### src/rtl/fifo_pkg.sv
// Shared types, default sizes and pointer helpers for the arbitrated write FIFO controller.
package fifo_pkg;

  localparam int unsigned DATASIZE = 8;
  localparam int unsigned ADDRSIZE = 4;

  typedef logic [ADDRSIZE:0]   ptr_t;
  typedef logic [ADDRSIZE-1:0] addr_t;

  // Full when the wrap bits differ and the address bits match.
  function automatic logic ptr_full(input ptr_t w, input ptr_t r);
    return (w[ADDRSIZE] != r[ADDRSIZE]) && (w[ADDRSIZE-1:0] == r[ADDRSIZE-1:0]);
  endfunction

endpackage

### src/rtl/fifo_wr_arbiter_ctrl_rr_arbiter.sv
// Round-robin arbiter: zero-cycle one-hot grant, rotating priority pointer.
module rr_arbiter #(
  parameter  int unsigned NREQ = 4,
  localparam int unsigned PW   = (NREQ > 1) ? $clog2(NREQ) : 1
) (
  input  logic            wclk,
  input  logic            wrst_n,
  input  logic [NREQ-1:0] req,
  input  logic            enable,
  output logic [NREQ-1:0] grant,
  output logic [PW-1:0]   prio
);

  logic [PW-1:0] idx;
  logic [PW-1:0] gidx;
  logic [PW-1:0] prio_nxt;
  logic          found;

  // Search req starting at prio, wrapping to 0; first hit wins when enabled.
  always_comb begin
    grant = '0;
    gidx  = '0;
    found = 1'b0;
    idx   = '0;
    for (int unsigned i = 0; i < NREQ; i++) begin
      idx = PW'((32'(prio) + i) % NREQ);
      if (enable && !found && req[idx]) begin
        grant[idx] = 1'b1;
        gidx       = idx;
        found      = 1'b1;
      end
    end
    prio_nxt = (gidx == PW'(NREQ - 1)) ? '0 : gidx + PW'(1);
  end

  // Priority moves just past the winner; holds when nothing is granted.
  always_ff @(posedge wclk or negedge wrst_n) begin
    if (!wrst_n) begin
      prio <= '0;
    end else if (found) begin
      prio <= prio_nxt;
    end
  end

endmodule

### src/rtl/fifo_wr_arbiter_ctrl.sv
// FIFO controller sharing the memory write port among NREQ requesters.
module fifo_wr_arbiter_ctrl
  import fifo_pkg::*;
#(
  parameter  int unsigned DATASIZE = fifo_pkg::DATASIZE,
  parameter  int unsigned ADDRSIZE = fifo_pkg::ADDRSIZE,
  parameter  int unsigned NREQ     = 4,
  localparam int unsigned PTRW     = ADDRSIZE + 1
) (
  input  logic                     wclk,
  input  logic                     wrst_n,
  input  logic [NREQ-1:0]          req,
  input  logic [NREQ*DATASIZE-1:0] req_data,
  output logic [NREQ-1:0]          grant,
  input  logic                     rinc,
  output logic                     rempty,
  output logic                     wfull,
  output logic [ADDRSIZE:0]        count,
  output logic                     underflow_err,
  output logic [DATASIZE-1:0]      mem_wdata,
  output logic [ADDRSIZE-1:0]      mem_waddr,
  output logic                     mem_wclken,
  output logic [ADDRSIZE-1:0]      mem_raddr
);

  localparam int unsigned PW = (NREQ > 1) ? $clog2(NREQ) : 1;

  logic [ADDRSIZE:0] wptr;
  logic [ADDRSIZE:0] rptr;
  logic [ADDRSIZE:0] wptr_nxt;
  logic [ADDRSIZE:0] rptr_nxt;
  logic              wen;
  logic              ren;
  logic              full_nxt;
  logic              arb_en;
  logic [PW-1:0]     prio;

  // Grants are held off while full and while reset is asserted.
  assign arb_en = wrst_n & ~wfull;

  rr_arbiter #(.NREQ(NREQ)) u_arb (
    .wclk   (wclk),
    .wrst_n (wrst_n),
    .req    (req),
    .enable (arb_en),
    .grant  (grant),
    .prio   (prio)
  );

  assign wen      = |grant;
  assign ren      = rinc & ~rempty;
  assign wptr_nxt = wptr + PTRW'(wen);
  assign rptr_nxt = rptr + PTRW'(ren);

  // Full detection on next-state pointers.
  generate
    if (ADDRSIZE == fifo_pkg::ADDRSIZE) begin : g_pkg_full
      assign full_nxt = ptr_full(ptr_t'(wptr_nxt), ptr_t'(rptr_nxt));
    end else begin : g_local_full
      assign full_nxt = (wptr_nxt[ADDRSIZE] != rptr_nxt[ADDRSIZE]) &&
                        (wptr_nxt[ADDRSIZE-1:0] == rptr_nxt[ADDRSIZE-1:0]);
    end
  endgenerate

  // Pointers and registered status derived from next-state pointers.
  always_ff @(posedge wclk or negedge wrst_n) begin
    if (!wrst_n) begin
      wptr          <= '0;
      rptr          <= '0;
      rempty        <= 1'b1;
      wfull         <= 1'b0;
      count         <= '0;
      underflow_err <= 1'b0;
    end else begin
      wptr          <= wptr_nxt;
      rptr          <= rptr_nxt;
      rempty        <= (wptr_nxt == rptr_nxt);
      wfull         <= full_nxt;
      count         <= wptr_nxt - rptr_nxt;
      underflow_err <= underflow_err | (rinc & rempty);
    end
  end

  // Select the granted requester's data word (grant is one-hot).
  always_comb begin
    mem_wdata = '0;
    for (int unsigned i = 0; i < NREQ; i++) begin
      if (grant[i]) begin
        mem_wdata = mem_wdata | req_data[i*DATASIZE +: DATASIZE];
      end
    end
  end

  assign mem_waddr  = wptr[ADDRSIZE-1:0];
  assign mem_raddr  = rptr[ADDRSIZE-1:0];
  assign mem_wclken = wen;

endmodule

### config.mk
export PLATFORM = sky130hd
export DESIGN_NAME = fifo_wr_arbiter_ctrl
export DESIGN_NICKNAME = d
export VERILOG_FILES = /design/src/rtl/fifo_pkg.sv /design/src/rtl/fifo_wr_arbiter_ctrl_rr_arbiter.sv /design/src/rtl/fifo_wr_arbiter_ctrl.sv
export SDC_FILE = /design/constraint.sdc
export NUM_CORES = 1
export LEC_CHECK = 0
export BUFFER_PORTS_ARGS = -buffer_cell sky130_fd_sc_hd__buf_2
export CAP_MARGIN = 5
export CORE_MARGIN = 3
export CORE_UTILIZATION = 50
export DETAILED_ROUTE_END_ITERATION = 7
export GPL_ROUTABILITY_DRIVEN = 0
export PLACE_DENSITY = 0.84
export SLEW_MARGIN = 0
export SYNTH_ARGS = -nofsm -noshare
export SYNTH_HDL_FRONTEND = slang
export SYNTH_SLANG_ARGS = --single-unit
### constraint.sdc
create_clock -name wclk -period 4.9 [get_ports wclk]
set_input_delay 0.735 -clock wclk [delete_from_list [all_inputs] [get_ports wclk]]
set_output_delay 0.735 -clock wclk [all_outputs]
set_load 0.01 [all_outputs]
==> results of run 1 <==
layout make-up:
| class | count | area (sq um) | area share [%] |
|---|---|---|---|
| Tap cell | 46 | 57.56 | 2.609 |
| Multi-Input combinational cell | 145 | 1192 | 54.06 |
| Inverter | 11 | 41.29 | 1.872 |
| Sequential cell | 20 | 501.7 | 22.75 |
| Clock buffer | 4 | 55.05 | 2.496 |
| Timing Repair Buffer | 70 | 357.8 | 16.22 |
synth_stat cells (4+ instances only):
cell                        n  area share (%)
sky130_fd_sc_hd__a21o_1     7             2.8
sky130_fd_sc_hd__a21oi_1   18             4.9
sky130_fd_sc_hd__a222oi_1   8             4.3
sky130_fd_sc_hd__a22oi_1   17             6.9
sky130_fd_sc_hd__buf_4      9             3.7
sky130_fd_sc_hd__clkbuf_1   4            0.81
sky130_fd_sc_hd__dfrtp_1   19              26
sky130_fd_sc_hd__ha_1      15              10
sky130_fd_sc_hd__inv_1     11             2.2
sky130_fd_sc_hd__nand2_1   11             2.2
sky130_fd_sc_hd__nand3_1    6             1.6
sky130_fd_sc_hd__nor2_1     4            0.81
sky130_fd_sc_hd__nor2b_1    5             1.7
sky130_fd_sc_hd__o21ai_0    4             1.1
sky130_fd_sc_hd__xnor2_1    8             3.8
sky130_fd_sc_hd__xor2_1     5             2.4
state kept, by name (all words and copies together) (netlist names), named ones only:
name and cells:
count 5, wptr 5, underflow_err 1, u_arb.prio 1
rptr 5, rempty 1, wfull 1
final timing paths:
check	start	to	slack, ns	cells after the start
setup / recovery	u_arb.prio[1]	count[4]	0.60	14
hold / removal	wrst_n	rptr[4]	0.42	1
setup reg to reg	u_arb.prio[1]	count[4]	0.60	14
hold reg to reg	underflow_err	underflow_err	0.46	1
max in group asynchronous	wrst_n	rempty	4.14	1
min in group wclk	underflow_err	underflow_err	0.46	1
report_power, final:
part | internal [mW] | leakage [nW] | switching (mW)
sequential | 0.260 | 0.235 | 0.0486
combinational | 0.596 | 0.861 | 0.761
clock | 0.0715 | 0.0288 | 0.0532
total | 0.928 | 1.12 | 0.863
through the flow:
step | instances | cell area (sq um)
finish | 296 | 2206
global route | 296 | 2206
CTS | 296 | 2206
detailed placement | 292 | 2151
global placement | 292 | 2151
floorplan | 192 | 1846
per-layer routing:
layer  wire length, um  track usage, %  vias up
met4                33           4.569        0
met1              2007           29.32      835
li1                  -               -      831
met2              2354           35.89       73
met5                 0               0        -
met3               285           2.698        6
placed cells by master (no fill, tap or decap), types with 2 or more instances in the layout:
| cell | count |
|---|---|
| sky130_fd_sc_hd__buf_2 | 67 |
| sky130_fd_sc_hd__dfrtp_1 | 19 |
| sky130_fd_sc_hd__a21oi_1 | 18 |
| sky130_fd_sc_hd__a22oi_1 | 17 |
| sky130_fd_sc_hd__ha_1 | 15 |
| sky130_fd_sc_hd__inv_1 | 11 |
| sky130_fd_sc_hd__nand2_1 | 11 |
| sky130_fd_sc_hd__xnor2_1 | 8 |
| sky130_fd_sc_hd__a222oi_1 | 8 |
| sky130_fd_sc_hd__a21o_1 | 7 |
| sky130_fd_sc_hd__nand3_1 | 6 |
| sky130_fd_sc_hd__nor2b_1 | 5 |
| sky130_fd_sc_hd__xor2_1 | 5 |
| sky130_fd_sc_hd__nor2_1 | 4 |
| sky130_fd_sc_hd__o21ai_0 | 4 |
| sky130_fd_sc_hd__clkbuf_8 | 4 |
| sky130_fd_sc_hd__mux4_2 | 3 |
| sky130_fd_sc_hd__nor3_2 | 3 |
| sky130_fd_sc_hd__buf_4 | 3 |
| sky130_fd_sc_hd__nor2b_4 | 2 |
| sky130_fd_sc_hd__a221oi_2 | 2 |
| sky130_fd_sc_hd__and2_1 | 2 |
| sky130_fd_sc_hd__o21a_1 | 2 |
cell families after synthesis:
| family | count (synthesis) |
|---|---|
| DFF | 20 |
| AOI/OAI and AO/OA | 67 |
| and+or+nand+nor | 44 |
| adders and majority gates | 16 |
| muxes | 5 |
| buffers and inverters | 27 |
| xor gates and xnor gates | 13 |
critical path, cell delays in order (launching register included):
cell,delay (ns)
sky130_fd_sc_hd__dfrtp_1,0.35
sky130_fd_sc_hd__inv_1,0.10
sky130_fd_sc_hd__ha_1,0.43
sky130_fd_sc_hd__mux4_2,0.65
sky130_fd_sc_hd__nor2b_4,0.18
sky130_fd_sc_hd__a22oi_4,0.13
sky130_fd_sc_hd__o21ai_2,0.15
sky130_fd_sc_hd__a21o_1,0.20
sky130_fd_sc_hd__or4_1,0.50
sky130_fd_sc_hd__ha_1,0.23
sky130_fd_sc_hd__ha_1,0.34
sky130_fd_sc_hd__fa_1,0.45
sky130_fd_sc_hd__a21o_1,0.20
sky130_fd_sc_hd__a21oi_1,0.17
sky130_fd_sc_hd__xnor2_1,0.13
==> flow_metrics.tcl, run 1 <==
set metrics [dict create \
    outcome "complete, no violations" \
    floorplan.initialDensity_pct 53.62 \
    synth.avg_cell_area_sq_um 9.612 \
    antenna_found_initial 0 \
    synth_sequential_area_ratio_pct 27.19 \
    holdCritPathClass "input pin to asynchronous set/reset pin" \
    cts-root-buf "sky130_fd_sc_hd__clkbuf_8" \
    synth_cell_types 48 \
    die_area_sq_um 4456 \
    required_ns 5.08 \
    placementRows 21 \
    routed-via-count 1745 \
    postSynth.asyncResetShare_pct 100.0 \
    total_leakage_power_nw 1.125 \
    post_cts_buffers 0 \
    grt_start_max_net_pins 23 \
    drt-vias-per-instance 5.895 \
    cts.htree.levels 1 \
    first_iter_violations 249 \
    area_growth_syn_to_layout_pct 19.53 \
    crit_fanout 9 \
    final_hold_viol_count 0 \
    whs_ns 0.4202 \
    clockBufferDepth 2 \
    pin_count 68 \
    ir_worst_vdd_uv 588.1 \
    max_slew.worst_pin.slew_ns 0.6322 \
    dpl.hpwl_um 3581 \
    start_kind "flip-flop" \
    synth_xor_area_share_pct 6.169 \
    port-buffer-count 67 \
    cts_made_buffers 3 \
    grt_pass1_vias 1584 \
    ant_nets 0 \
    synthesis.nets 247 \
    tritoncts "yes" \
    wl_per_cell_um 15.81 \
    finalCriticalPeriod_ns 4.304 \
    fill_cells 289 \
    chipHeight_um 66.76 \
    number_of_flops_mapped_to_enable_cells_by_yosys 0 \
    grt_first_pass_wirelength_um 7472 \
    synth_top_family_by_area "compound AO/OA/AOI/OAI gates" \
    finalSetupViolCount 0 \
    postCtsHoldBufs 0 \
    pre_cts_setup_slack_ns 0.6172 \
    layout-drive-gt1-share_pct 37.60 \
    final_util_pct 64.09 \
    cts-resized-gates 0 \
    finClkSkew_ns 0.002758 \
    finalCritPeriodShare_pct 87.83 \
    placeableCoreArea_sq_um 3442 \
    post_synth_and_or_nand_nor_area_fraction_pct 14.24 \
    post_synth_inst_count 192 \
    synth-compound-area-share_pct 27.25 \
    maxCapViolCount 0 \
    achievable-frequency_mhz 232.4 \
    drcViolationCount 0 \
    power_density_of_the_placed_cells_nw_per_um2 811.9 \
    timing.setup.critical_path_class "flip-flop to flip-flop" \
    die_w_um 66.76 \
    grt.overflow.total 0 \
    pre_antenna_drt_iters 4 \
    cts_sinks 20 \
    clkSlewWorstSetupHoldPaths_ns 0.07 \
    setup_total_negative_slack_ns 0 \
    grt.total_usage_pct 21.39 \
    power_mw 1.791 \
    drt_wl_total_um 4681 \
    insertion_delay_ns 0.26 \
    top_flip_flop_cell_by_instance_count_after_synthesis "sky130_fd_sc_hd__dfrtp_1" \
    signal_arrival_time_at_the_worst_endpoint_ns 4.49 \
    layout_setup_ws_ns 0.5964 \
    timing.final.max_slew_violations 0 \
    synth_mux_area_share_pct 5.695 \
    yosys_warns 0 \
    syn-cell-area_sq_um 1846 \
    setup_repair_after_global_routing_missed_its_margin "no" \
    antenna_cells 0 \
    design.final.nets 306 \
    register_bit_total_from_synthesis 20 \
    worstSetupEndpointType "flip-flop" \
    worst_slew_margin_rel_pct 57.63 \
    yosys.area_share.adder_pct 11.25 \
]
No activity file was read; power rests on OpenSTA's default activity.
==> run 2, diff against run 1 <==
--- a/config.mk
+++ b/config.mk
@@ -12,6 +12,7 @@
 export DETAILED_ROUTE_END_ITERATION = 7
 export GPL_ROUTABILITY_DRIVEN = 0
 export PLACE_DENSITY = 0.84
+export REMOVE_ABC_BUFFERS = 1
 export SLEW_MARGIN = 0
 export SYNTH_ARGS = -nofsm -noshare
 export SYNTH_HDL_FRONTEND = slang
==> flow_metrics.tcl, run 2 (synthesis gave the netlist of run 1 again) <==
set metrics [dict create \
    outcome "complete, no violations" \
    timing.final.max_slew_violations 0 \
    power_mw 1.816 \
    dpl.hpwl_um 3525 \
    drt_wl_total_um 4507 \
    tritoncts "yes" \
    pre_antenna_drt_iters 6 \
    clkSlewWorstSetupHoldPaths_ns 0.07 \
    floorplan.initialDensity_pct 53.62 \
    routed-wl-met2_um 2278 \
    setup_total_negative_slack_ns 0 \
    postCtsHoldBufs 0 \
    finalSetupViolCount 0 \
    ir_worst_vdd_uv 429.1 \
    post-place-cells 292 \
    required_ns 5.08 \
    total_leakage_power_nw 1.132 \
    multiInputGateArea_sq_um 1192 \
    antenna_cells 0 \
    port-buffer-count 67 \
    sequential_cell_area_sq_um 501.7 \
    power_density_of_the_placed_cells_nw_per_um2 817.2 \
    start_kind "flip-flop" \
    design.final.nets 306 \
    worstRegToRegCells 14 \
    placementRows 21 \
    cts_made_buffers 3 \
    clockBufferDepth 2 \
    max_slew.worst_pin.slew_ns 0.6662 \
    met3_wirelength_um 335 \
    finalCritPeriodShare_pct 88.74 \
    timing.setup.critical_path_class "flip-flop to flip-flop" \
    area_growth_syn_to_layout_pct 20.41 \
    drt-vias-per-instance 6.064 \
    post_cts_buffers 0 \
    top_signal_layer_used "met4" \
    insertion_delay_ns 0.26 \
    ant_nets 0 \
    crit_fanout 9 \
    grt_first_pass_wirelength_um 7300 \
    holdCritPathClass "input pin to asynchronous set/reset pin" \
    met1_length_um 1845 \
    cts.htree.levels 1 \
    achievable-frequency_mhz 230.0 \
    fill_cells 307 \
    rr_startpoint "u_arb.prio[1]" \
    layout-drive-gt1-share_pct 37.60 \
    final_util_pct 64.56 \
    grt_pass1_vias 1684 \
    maxCapViolCount 0 \
    grt_start_max_net_pins 23 \
    finClkSkew_ns 0.004429 \
    die_area_sq_um 4456 \
    worst_slew_margin_rel_pct 55.35 \
    worstSetupEndpointType "flip-flop" \
    layout.cells.most_common "sky130_fd_sc_hd__buf_2" \
    signal_arrival_time_at_the_worst_endpoint_ns 4.53 \
    routed-via-count 1795 \
    placeableCoreArea_sq_um 3442 \
    pin_count 68 \
    finalCriticalPeriod_ns 4.348 \
    r2r-end "count[4]" \
    antenna_found_initial 0 \
    chipHeight_um 66.76 \
    final_hold_viol_count 0 \
    setup_repair_after_global_routing_missed_its_margin "no" \
    first_iter_violations 158 \
    whs_ns 0.4154 \
    drcViolationCount 0 \
    die_w_um 66.76 \
    cts-resized-gates 0 \
    grt.total_usage_pct 20.77 \
    wl_per_cell_um 15.23 \
    cts_sinks 20 \
    setup.reg_to_reg.worst_slack_ns 0.55 \
    layout_common_cells "sky130_fd_sc_hd__buf_2 (67), sky130_fd_sc_hd__dfrtp_1 (19), sky130_fd_sc_hd__a21oi_1 (18), sky130_fd_sc_hd__a22oi_1 (17), sky130_fd_sc_hd__ha_1 (15)" \
    registers_with_the_highest_flip_flop_counts "count: 5 flops, rptr: 5 flops, wptr: 5 flops" \
    grt.overflow.total 0 \
    fin_cells 296 \
    cts-root-buf "sky130_fd_sc_hd__clkbuf_8" \
]
==> run 2: cell count changes in the layout (fill, tap and decap cells not counted) <==
cell and change:
sky130_fd_sc_hd__bufinv_16 +1, sky130_fd_sc_hd__clkbuf_8 -1
==> run 2: area by class of cell <==
type	count	share of cell area, %
well taps	46	2.590
clock buffers	3	1.858
inverters	11	1.858
clock inverters	1	1.351
multi-input cells	145	53.66
repair buffers	70	16.10
flip-flops and latches	20	22.58
==> run 2: worst max-delay path, stage by stage (launching register included) <==
cell	delay, ns
sky130_fd_sc_hd__dfrtp_1	0.35
sky130_fd_sc_hd__inv_1	0.10
sky130_fd_sc_hd__ha_1	0.43
sky130_fd_sc_hd__mux4_2	0.67
sky130_fd_sc_hd__nor2b_4	0.19
sky130_fd_sc_hd__a22oi_4	0.13
sky130_fd_sc_hd__o21ai_2	0.15
sky130_fd_sc_hd__a21o_1	0.21
sky130_fd_sc_hd__or4_1	0.52
sky130_fd_sc_hd__ha_1	0.24
sky130_fd_sc_hd__ha_1	0.34
sky130_fd_sc_hd__fa_1	0.44
sky130_fd_sc_hd__a21o_1	0.19
sky130_fd_sc_hd__a21oi_1	0.16
sky130_fd_sc_hd__xnor2_1	0.14
==> run 2: power breakdown <==
group	internal (mW)	total, mW	switching [mW]
clock network	0.109	0.163	0.0541
registers	0.260	0.305	0.0451
logic	0.593	1.35	0.755
total	0.962	1.82	0.854
==> run 2: per-stage QoR <==
| step | worst slack (ns) | instance area, sq um |
|---|---|---|
| CTS | 0.5572 | 2222 |
| detailed placement | 0.5913 | 2151 |
| finish | 0.5519 | 2222 |
| global placement | 0.7844 | 2151 |
| floorplan | 0.4772 | 1735 |
| global route | 0.2971 | 2222 |
==> run 2: worst max path at each step <==
| stage | depth (start not counted) | startpoint | slack (ns) | end |
|---|---|---|---|---|
| 6_report | 14 | u_arb.prio[1] | 0.55 | count[4] |
| 5_1_grt | 14 | u_arb.prio[1] | 0.30 | count[4] |
| 4_1_cts | 14 | u_arb.prio[1] | 0.56 | count[4] |
| 3_5_place_dp | 14 | u_arb.prio[1] | 0.59 | count[4] |
| 3_3_place_gp | 14 | u_arb.prio[1] | 0.78 | count[4] |
| 2_1_floorplan | 14 | flip-flop | 0.48 | count[4] |
==> run 2: metal layers <==
metal / up-vias / track usage, %
met3: 7 / 3.204
met2: 80 / 34.28
met4: 0 / 5.838
met1: 879 / 27.95
li1: 829 / -
met5: - / 0
